$ cat src/rtl/dmux8way16_stream.sv
// -----------------------------------------------------------------------------
// dmux8way16_stream
//
// Streaming 1-to-8 demultiplexer for 16-bit words. Each of the eight
// channels holds a single word in a skid-free holding register with a
// full flag. A word is accepted when in_valid && in_ready. A channel
// drains when it is full and its consumer raises out_ready. Because
// in_ready looks at the addressed channel's out_ready, a channel that is
// drained and refilled in the same cycle sustains one word per cycle.
//
// Ports
//   clk          rising-edge clock
//   reset        asynchronous, active-high reset
//   in_data[15:0] word to route
//   in_sel[2:0]  destination channel, 0=a .. 7=h
//   in_valid     in_data/in_sel valid this cycle
//   in_ready     addressed channel can take a word this cycle
//   out_a..out_h held word of channels 0..7 (registered)
//   out_valid[7:0] channel i holds a word (registered)
//   out_ready[7:0] consumer i takes its word this cycle
//   word_count[15:0] accepted words since reset, wraps at 2^16
// -----------------------------------------------------------------------------

// One channel: holding register plus full flag.
//   ld    : write d into the register and mark full (wins over drain)
//   drain : consumer takes the word; register keeps its old contents
module dmux8way16_chan (
    input  logic        clk,
    input  logic        reset,
    input  logic        ld,
    input  logic        drain,
    input  logic [15:0] d,
    output logic        full,
    output logic [15:0] q
);

    always_ff @(posedge clk or posedge reset) begin
        if (reset) begin
            full <= 1'b0;
            q    <= 16'h0000;
        end else if (ld) begin
            // Covers the drain+refill case too: the new word replaces the
            // one being taken and the channel stays full.
            q    <= d;
            full <= 1'b1;
        end else if (drain) begin
            full <= 1'b0;
        end
    end

endmodule

module dmux8way16_stream (
    input  logic        clk,
    input  logic        reset,
    input  logic [15:0] in_data,
    input  logic [2:0]  in_sel,
    input  logic        in_valid,
    output logic        in_ready,
    output logic [15:0] out_a,
    output logic [15:0] out_b,
    output logic [15:0] out_c,
    output logic [15:0] out_d,
    output logic [15:0] out_e,
    output logic [15:0] out_f,
    output logic [15:0] out_g,
    output logic [15:0] out_h,
    output logic [7:0]  out_valid,
    input  logic [7:0]  out_ready,
    output logic [15:0] word_count
);

    localparam int NUM_CH = 8;
    localparam int DW     = 16;

    logic [NUM_CH-1:0]         full;
    logic [NUM_CH-1:0][DW-1:0] hold;
    logic [NUM_CH-1:0]         ld;
    logic [NUM_CH-1:0]         drain;
    logic                      accept;

    // A full channel can still take a word if it is being drained this
    // cycle. During reset every full flag is clear, so in_ready reads 1.
    assign in_ready = !full[in_sel] || out_ready[in_sel];
    assign accept   = in_valid && in_ready;

    genvar ch;
    generate
        for (ch = 0; ch < NUM_CH; ch++) begin : g_ch
            // out_ready of an empty channel is masked here.
            assign ld[ch]    = accept && (in_sel == 3'(ch));
            assign drain[ch] = full[ch] && out_ready[ch];

            dmux8way16_chan u_chan (
                .clk   (clk),
                .reset (reset),
                .ld    (ld[ch]),
                .drain (drain[ch]),
                .d     (in_data),
                .full  (full[ch]),
                .q     (hold[ch])
            );
        end
    endgenerate

    always_ff @(posedge clk or posedge reset) begin
        if (reset)
            word_count <= 16'h0000;
        else if (accept)
            word_count <= word_count + 16'h0001;
    end

    // Outputs come straight from registers; no input reaches them
    // combinationally.
    assign out_valid = full;
    assign out_a     = hold[0];
    assign out_b     = hold[1];
    assign out_c     = hold[2];
    assign out_d     = hold[3];
    assign out_e     = hold[4];
    assign out_f     = hold[5];
    assign out_g     = hold[6];
    assign out_h     = hold[7];

endmodule

$ cat config.mk
export PLATFORM = sky130hd
export DESIGN_NAME = dmux8way16_stream
export DESIGN_NICKNAME = d
export VERILOG_FILES = /design/src/rtl/dmux8way16_stream.sv
export SDC_FILE = /design/constraint.sdc
export NUM_CORES = 1
export LEC_CHECK = 0
export CAP_MARGIN = 20
export CORE_ASPECT_RATIO = 0.9
export CORE_MARGIN = 4
export CORE_UTILIZATION = 42
export DETAILED_ROUTE_END_ITERATION = 10
export PLACE_DENSITY = 0.76
export SYNTH_ARGS = -nofsm -noshare
export SYNTH_HDL_FRONTEND = slang
export SYNTH_SLANG_ARGS = --single-unit
$ cat constraint.sdc
create_clock -name clk -period 4.38 [get_ports clk]
set_input_delay 0.438 -clock clk [delete_from_list [all_inputs] [get_ports clk]]
set_output_delay 0.438 -clock clk [all_outputs]
set_load 0.1 [all_outputs]
* Yosys cells after proc, flatten, opt, wreduce, memory -nomap -nowiden *
Index checks and enable logic that the tools add are counted.

cells by class
  add/subtract/negate cells = 1
  $lt $le $gt $ge = 1
  eq/ne operators = 7
  muxes and demuxes = 20
  reductions and logical operators = 28

operators by type and width
  cell                     number
  $mux W1                  18
  $logic_and A1 B1 Y1      17
  $add A16 B1 Y16 const B  1
  $reduce_bool A2 Y1       8
  $eq A3 B3 Y1 const B     4
  $bmux W1 S3              2
  $eq A3 B2 Y1 const B     2
  $lt A3 B4 Y1 const B     1
  $eq A3 B1 Y1 const B     1
  $logic_not A3 Y1         1
  $logic_not A1 Y1         1
  $logic_or A1 B1 Y1       1

word-level totals
  bits of input ports = 30
  output and inout port bits = 153
  word-level logic and storage cells = 74
  flip-flop bits (word level) = 152

* Logic depth before layout (Yosys ltp) *
  depth after elaboration = 7
  depth in mapped cells = 7
  depth with buffers taken out = 5

* Hierarchy *
From an unflattened synthesis, not the netlist that was laid out.

unflattened totals
  cells, all modules = 410
  area total of the unflattened synthesis = 6551.3 sq um

by module, submodules not included
  module             seq. area each (sq um)  cells each  times used  area each (sq um)
  dmux8way16_chan    425.4                   38          8           686.9
  dmux8way16_stream  400.4                   106         1           1056.0

* Worst setup path before layout *
Ideal clock, no wire load.

  path type = in2reg
  from = input in_sel[0]
  to = register word_count[2]
  required time = 4.220 ns
  setup time = 0.160 ns
  arrival time = 2.309 ns
  stages on the path = 6
  path slack = 1.911 ns
  cell sequence = buf_6 and4b_4 o41ai_4 o21a_1 nand3_1 xnor2_1

between the ends
  cells in the longest elaborated chain, start to end = 5
  elaborated cells on any way between the ends = 7
  those cells by class = 4 x mux; 3 x reduce/logical

RTL lines
  item                           line  text
  start, declared                57    input logic [2:0] in_sel,
  $bmux W1 S3                    84    assign in_ready = !full[in_sel] || out_ready[in_sel];
  $mux W1 (not written as such)  84
  $logic_not A1 Y1               84
  $logic_or A1 B1 Y1 (*)         84
  via in_ready                   59    output logic in_ready,
  $logic_and A1 B1 Y1 (*)        85    assign accept = in_valid && in_ready;
  end signal, assigned           110   word_count <= word_count + 16'h0001;
  end, declared                  70    output logic [15:0] word_count

The timed path passes the listed nets; every way through them passes the cells marked *. The select of a mux whose other input is x is not followed.
A chain may end at the register's enable or synchronous reset.

* Worst setup path after layout *
  from = input in_sel[0]
  to = output in_ready

between the ends
  cells in the longest elaborated chain, start to end = 4
  elaborated cells on any way between the ends = 6
  those cells by class = 4 x mux; 2 x reduce/logical

RTL lines
  item                           line
  $bmux W1 S3                    84
  $mux W1 (not written as such)  84
  $logic_not A1 Y1               84
  $logic_or A1 B1 Y1 (*)         84
  end, declared                  59

Every way passes the cells marked *; elsewhere a longest branch is shown, timed or not. The select of a mux whose other input is x is not followed.

==> out/metrics.csv <==
stage,metric,value,unit
status,outcome,finished clean,
drt,mean number of vias per cell,5.009,
cells_and_area,multi-input combinational cell area,2063,µm²
setup_path,Worst Setup End Kind,primary output,
sta,Final Max Slew Viols,0,
synthesis,Yosys warning count,0,
synthesis,Post-synth ARST share,1.000,
drt,Routed WL per cell,19.62,µm
clock_tree,H-Tree Depth,4,
setup_path,crit path kind,in -> out,
die,total die area,16350,µm²
clock_tree,CTS buffer count,17,
synthesis,post-synth cell types,33,
synthesis,Syn Nets,419,
global_route,global-route wire length before repair,23840,µm
drt,drt first-iter violations,159,
setup_path,CP Launch Type,primary input,
synthesis,"EDFF count, synth",0,
pwr,PD cells,796.8,nW/µm²
drt,Final ANT Viol Nets,0,
pwr,Peak VDD IR,0.0006091,V
setup_path,data arrival time of the worst path,2.29,ns
cells_and_area,fraction of layout cells with a size suffix above 1,0.3053,
sta,Final Hold Fails,0,
cells_and_area,Nets,602,
die,Die H,121.7,µm
setup_path,launch point of the worst reg-to-reg path,g_ch[3].u_chan.full$_DFFE_PP0P_,
global_route,vias in the first global route,4193,
setup_path,Crit. Startpoint,in_sel[0],
cells_and_area,fin area,8643,µm²
cells_and_area,Ant. Diodes,0,
global_route,initial antenna violation count,0,
die,Die X,134.3,µm
hold_path,HP Class,reg -> reg,
synthesis,post-synth top area cell,dfrtp_1,
drt,routed via count,3887,
die,core outline area,14060,µm²
global_route,GRT overflow,0,
sta,# setup viols final,0,
placed_design,Placed Cells,744,
sta,part of the cycle the worst path needs,0.6237,
clock_tree,clk sinks,152,
global_route,total global-route track usage,0.1930,
placed_design,Buffers on Ports,182,
cells_and_area,Area Growth Syn to Fin,43.26,%
die,cell row count,41,
sta,final setup margin,1.648,ns
sta,RSZ-0062 raised after global routing,no,
placed_design,DP HPWL,10520,µm
clock_tree,clk slew on worst S/H paths,0.06,ns
placed_design,"worst slack, placed",1.335,ns
sta,Max Freq,366.1,MHz
pwr,P_int,3.451,mW
placed_design,RePlAce Congestion,0.7659,
synthesis,Mapped Avg Cell Area,15.55,µm²
synthesis,Mapped Area,6033,µm²
clock_tree,cts hold-fix bufs,0,
global_route,largest net degree at the start of global routing,83,
clock_tree,Post-CTS Setup Bufs,0,
pwr,LEAKAGE,3.678,nW
cells_and_area,"Cell Count, Final, Fillers Out",776,
pwr,Switch Pwr,3.436,mW
sta,relative slew slack,0.3029,
synthesis,sequential element share of the synthesized area,0.6304,
pwr,Gate power share,0.500,
synthesis,Synth area leaders,"dfrtp_1 (63%), mux2_2 (24%), xor2_1 (1.6%)",
sta,Least-Margin Pin Slew,1.042,ns
hold_path,hold path start,word_count[15]$_DFFE_PP0P_,
cells_and_area,Fill cells,1104,
sta,clk_skew,0.005979,ns
pwr,Switching Share,0.4989,
placed_design,dpl cell area,8000,µm²
pwr,Clk pwr share,0.221,
drt,# DRC,0,
pwr,PnR Total Power,6.887,mW
clock_tree,CTS root buf,clkbuf_16,
clock_tree,Worst-Skew Late Latency,0.42,ns
synthesis,most common flop cell mapped by yosys,dfrtp_1,
die,starting density of the core,0.4292,
synthesis,top cell type's share of synthesized area,0.6304,
synthesis,Cells after Synth,388,
sta,Fin Setup TNS,0,ns
synthesis,Synth Register Bits,152,
die,IO Pins,183,
sta,Final Critical Period,2.732,ns
pwr,Sequential Power Share,0.279,
cells_and_area,Register Area,3804,µm²
clock_tree,CTS resizes,0,
clock_tree,Bufs on Longest Clock Path,2,
setup_path,worst-path fanout max,10,
drt,WL final,15220,µm
drt,drt first pass iters,4,
flow_run,MaxCap Viol Count,0,
setup_path,required time of the critical path,3.94,ns
clock_tree,CTS tree,yes,
[cells in the final DEF (no fill, tap or decap), drive strengths merged, types with 7 or more instances in the layout]
cell	instances
dfrtp	152
clkinv	8
inv	7
xor2	11
clkdlybuf4s50	181
clkbuf	18
nand2b	8
nand3	8
mux2	129
nand2	12
[registers in the layout, indices dropped and copies added, names as in the netlist]
register and cells:
g_ch.u_chan.q 128, g_ch.u_chan.full 8, word_count 16
[synth_stat cells (3+ instances only)]
cell / number
and3_1: 4
buf_2: 10
buf_4: 8
dfrtp_1: 152
inv_1: 7
mux2_2: 128
nand2_1: 12
nand2b_1: 8
nand3_1: 8
nor2_1: 4
nor2b_1: 3
nor3_2: 4
xnor2_1: 4
xor2_1: 11
[power groups by stage]
| stage | logic, mW | registers (mW) | clock network, mW |
|---|---|---|---|
| after floorplan | 0.394 | 4.16 | 0 |
| after global placement | 3.43 | 1.92 | 0 |
| after detailed placement | 3.45 | 1.94 | 0 |
| after CTS | 3.46 | 1.92 | 1.55 |
| after global routing | 3.53 | 1.96 | 1.63 |
| final | 3.45 | 1.92 | 1.52 |
[layer usage]
layer,routed length (µm),GRT usage
met1,6495,0.2446
met3,1458,0.09414
met2,6964,0.2915
met4,306,0.06489
met5,0,0
[path summary, 6_finish.rpt]
check | cells after the start | slack [ns] | endpoint
max in group asynchronous | 3 | 2.94 | g_ch[4].u_chan.q[14]$_DFFE_PP0P_
min in group asynchronous | 2 | 0.48 | word_count[14]$_DFFE_PP0P_
min | 1 | 0.47 | word_count[15]$_DFFE_PP0P_
max | 5 | 1.65 | in_ready
max reg2reg | 4 | 2.34 | word_count[1]$_DFFE_PP0P_
min reg2reg | 1 | 0.47 | word_count[15]$_DFFE_PP0P_
[cell families after synthesis]
kind of cell / after synthesis / share of synthesized area
buffers and inverters: 29 / 0.02758
muxes: 130 / 0.2445
AOI/OAI and AO/OA: 3 / 0.009333
DFF: 152 / 0.6304
and+or+nand+nor: 58 / 0.06429
adders and majority gates: 1 / 0.002073
xor gates and xnor gates: 15 / 0.02177
[final cells by class]
type	instances	area share
Sequential cell	152	0.4401
Multi-Input combinational cell	207	0.2387
Timing Repair Buffer	186	0.2186
Clock buffer	18	0.05081
Tap cell	193	0.02794
Clock inverter	13	0.02041
Inverter	7	0.003474
[critical path, stage by stage]
cell             delay (ns)
clkdlybuf4s50_1        0.60
and4b_4                0.32
o41ai_4                0.41
o21a_1                 0.22
buf_4                  0.30
[metrics by stage]
step	util	hold slack, ns
final	0.6149	0.4689
after CTS	0.6130	0.4731
after floorplan	-	0.4746
after global routing	0.6149	0.4872
after detailed placement	0.5692	0.4607
after global placement	0.5681	0.4616
(Power assumes the default switching activity.)
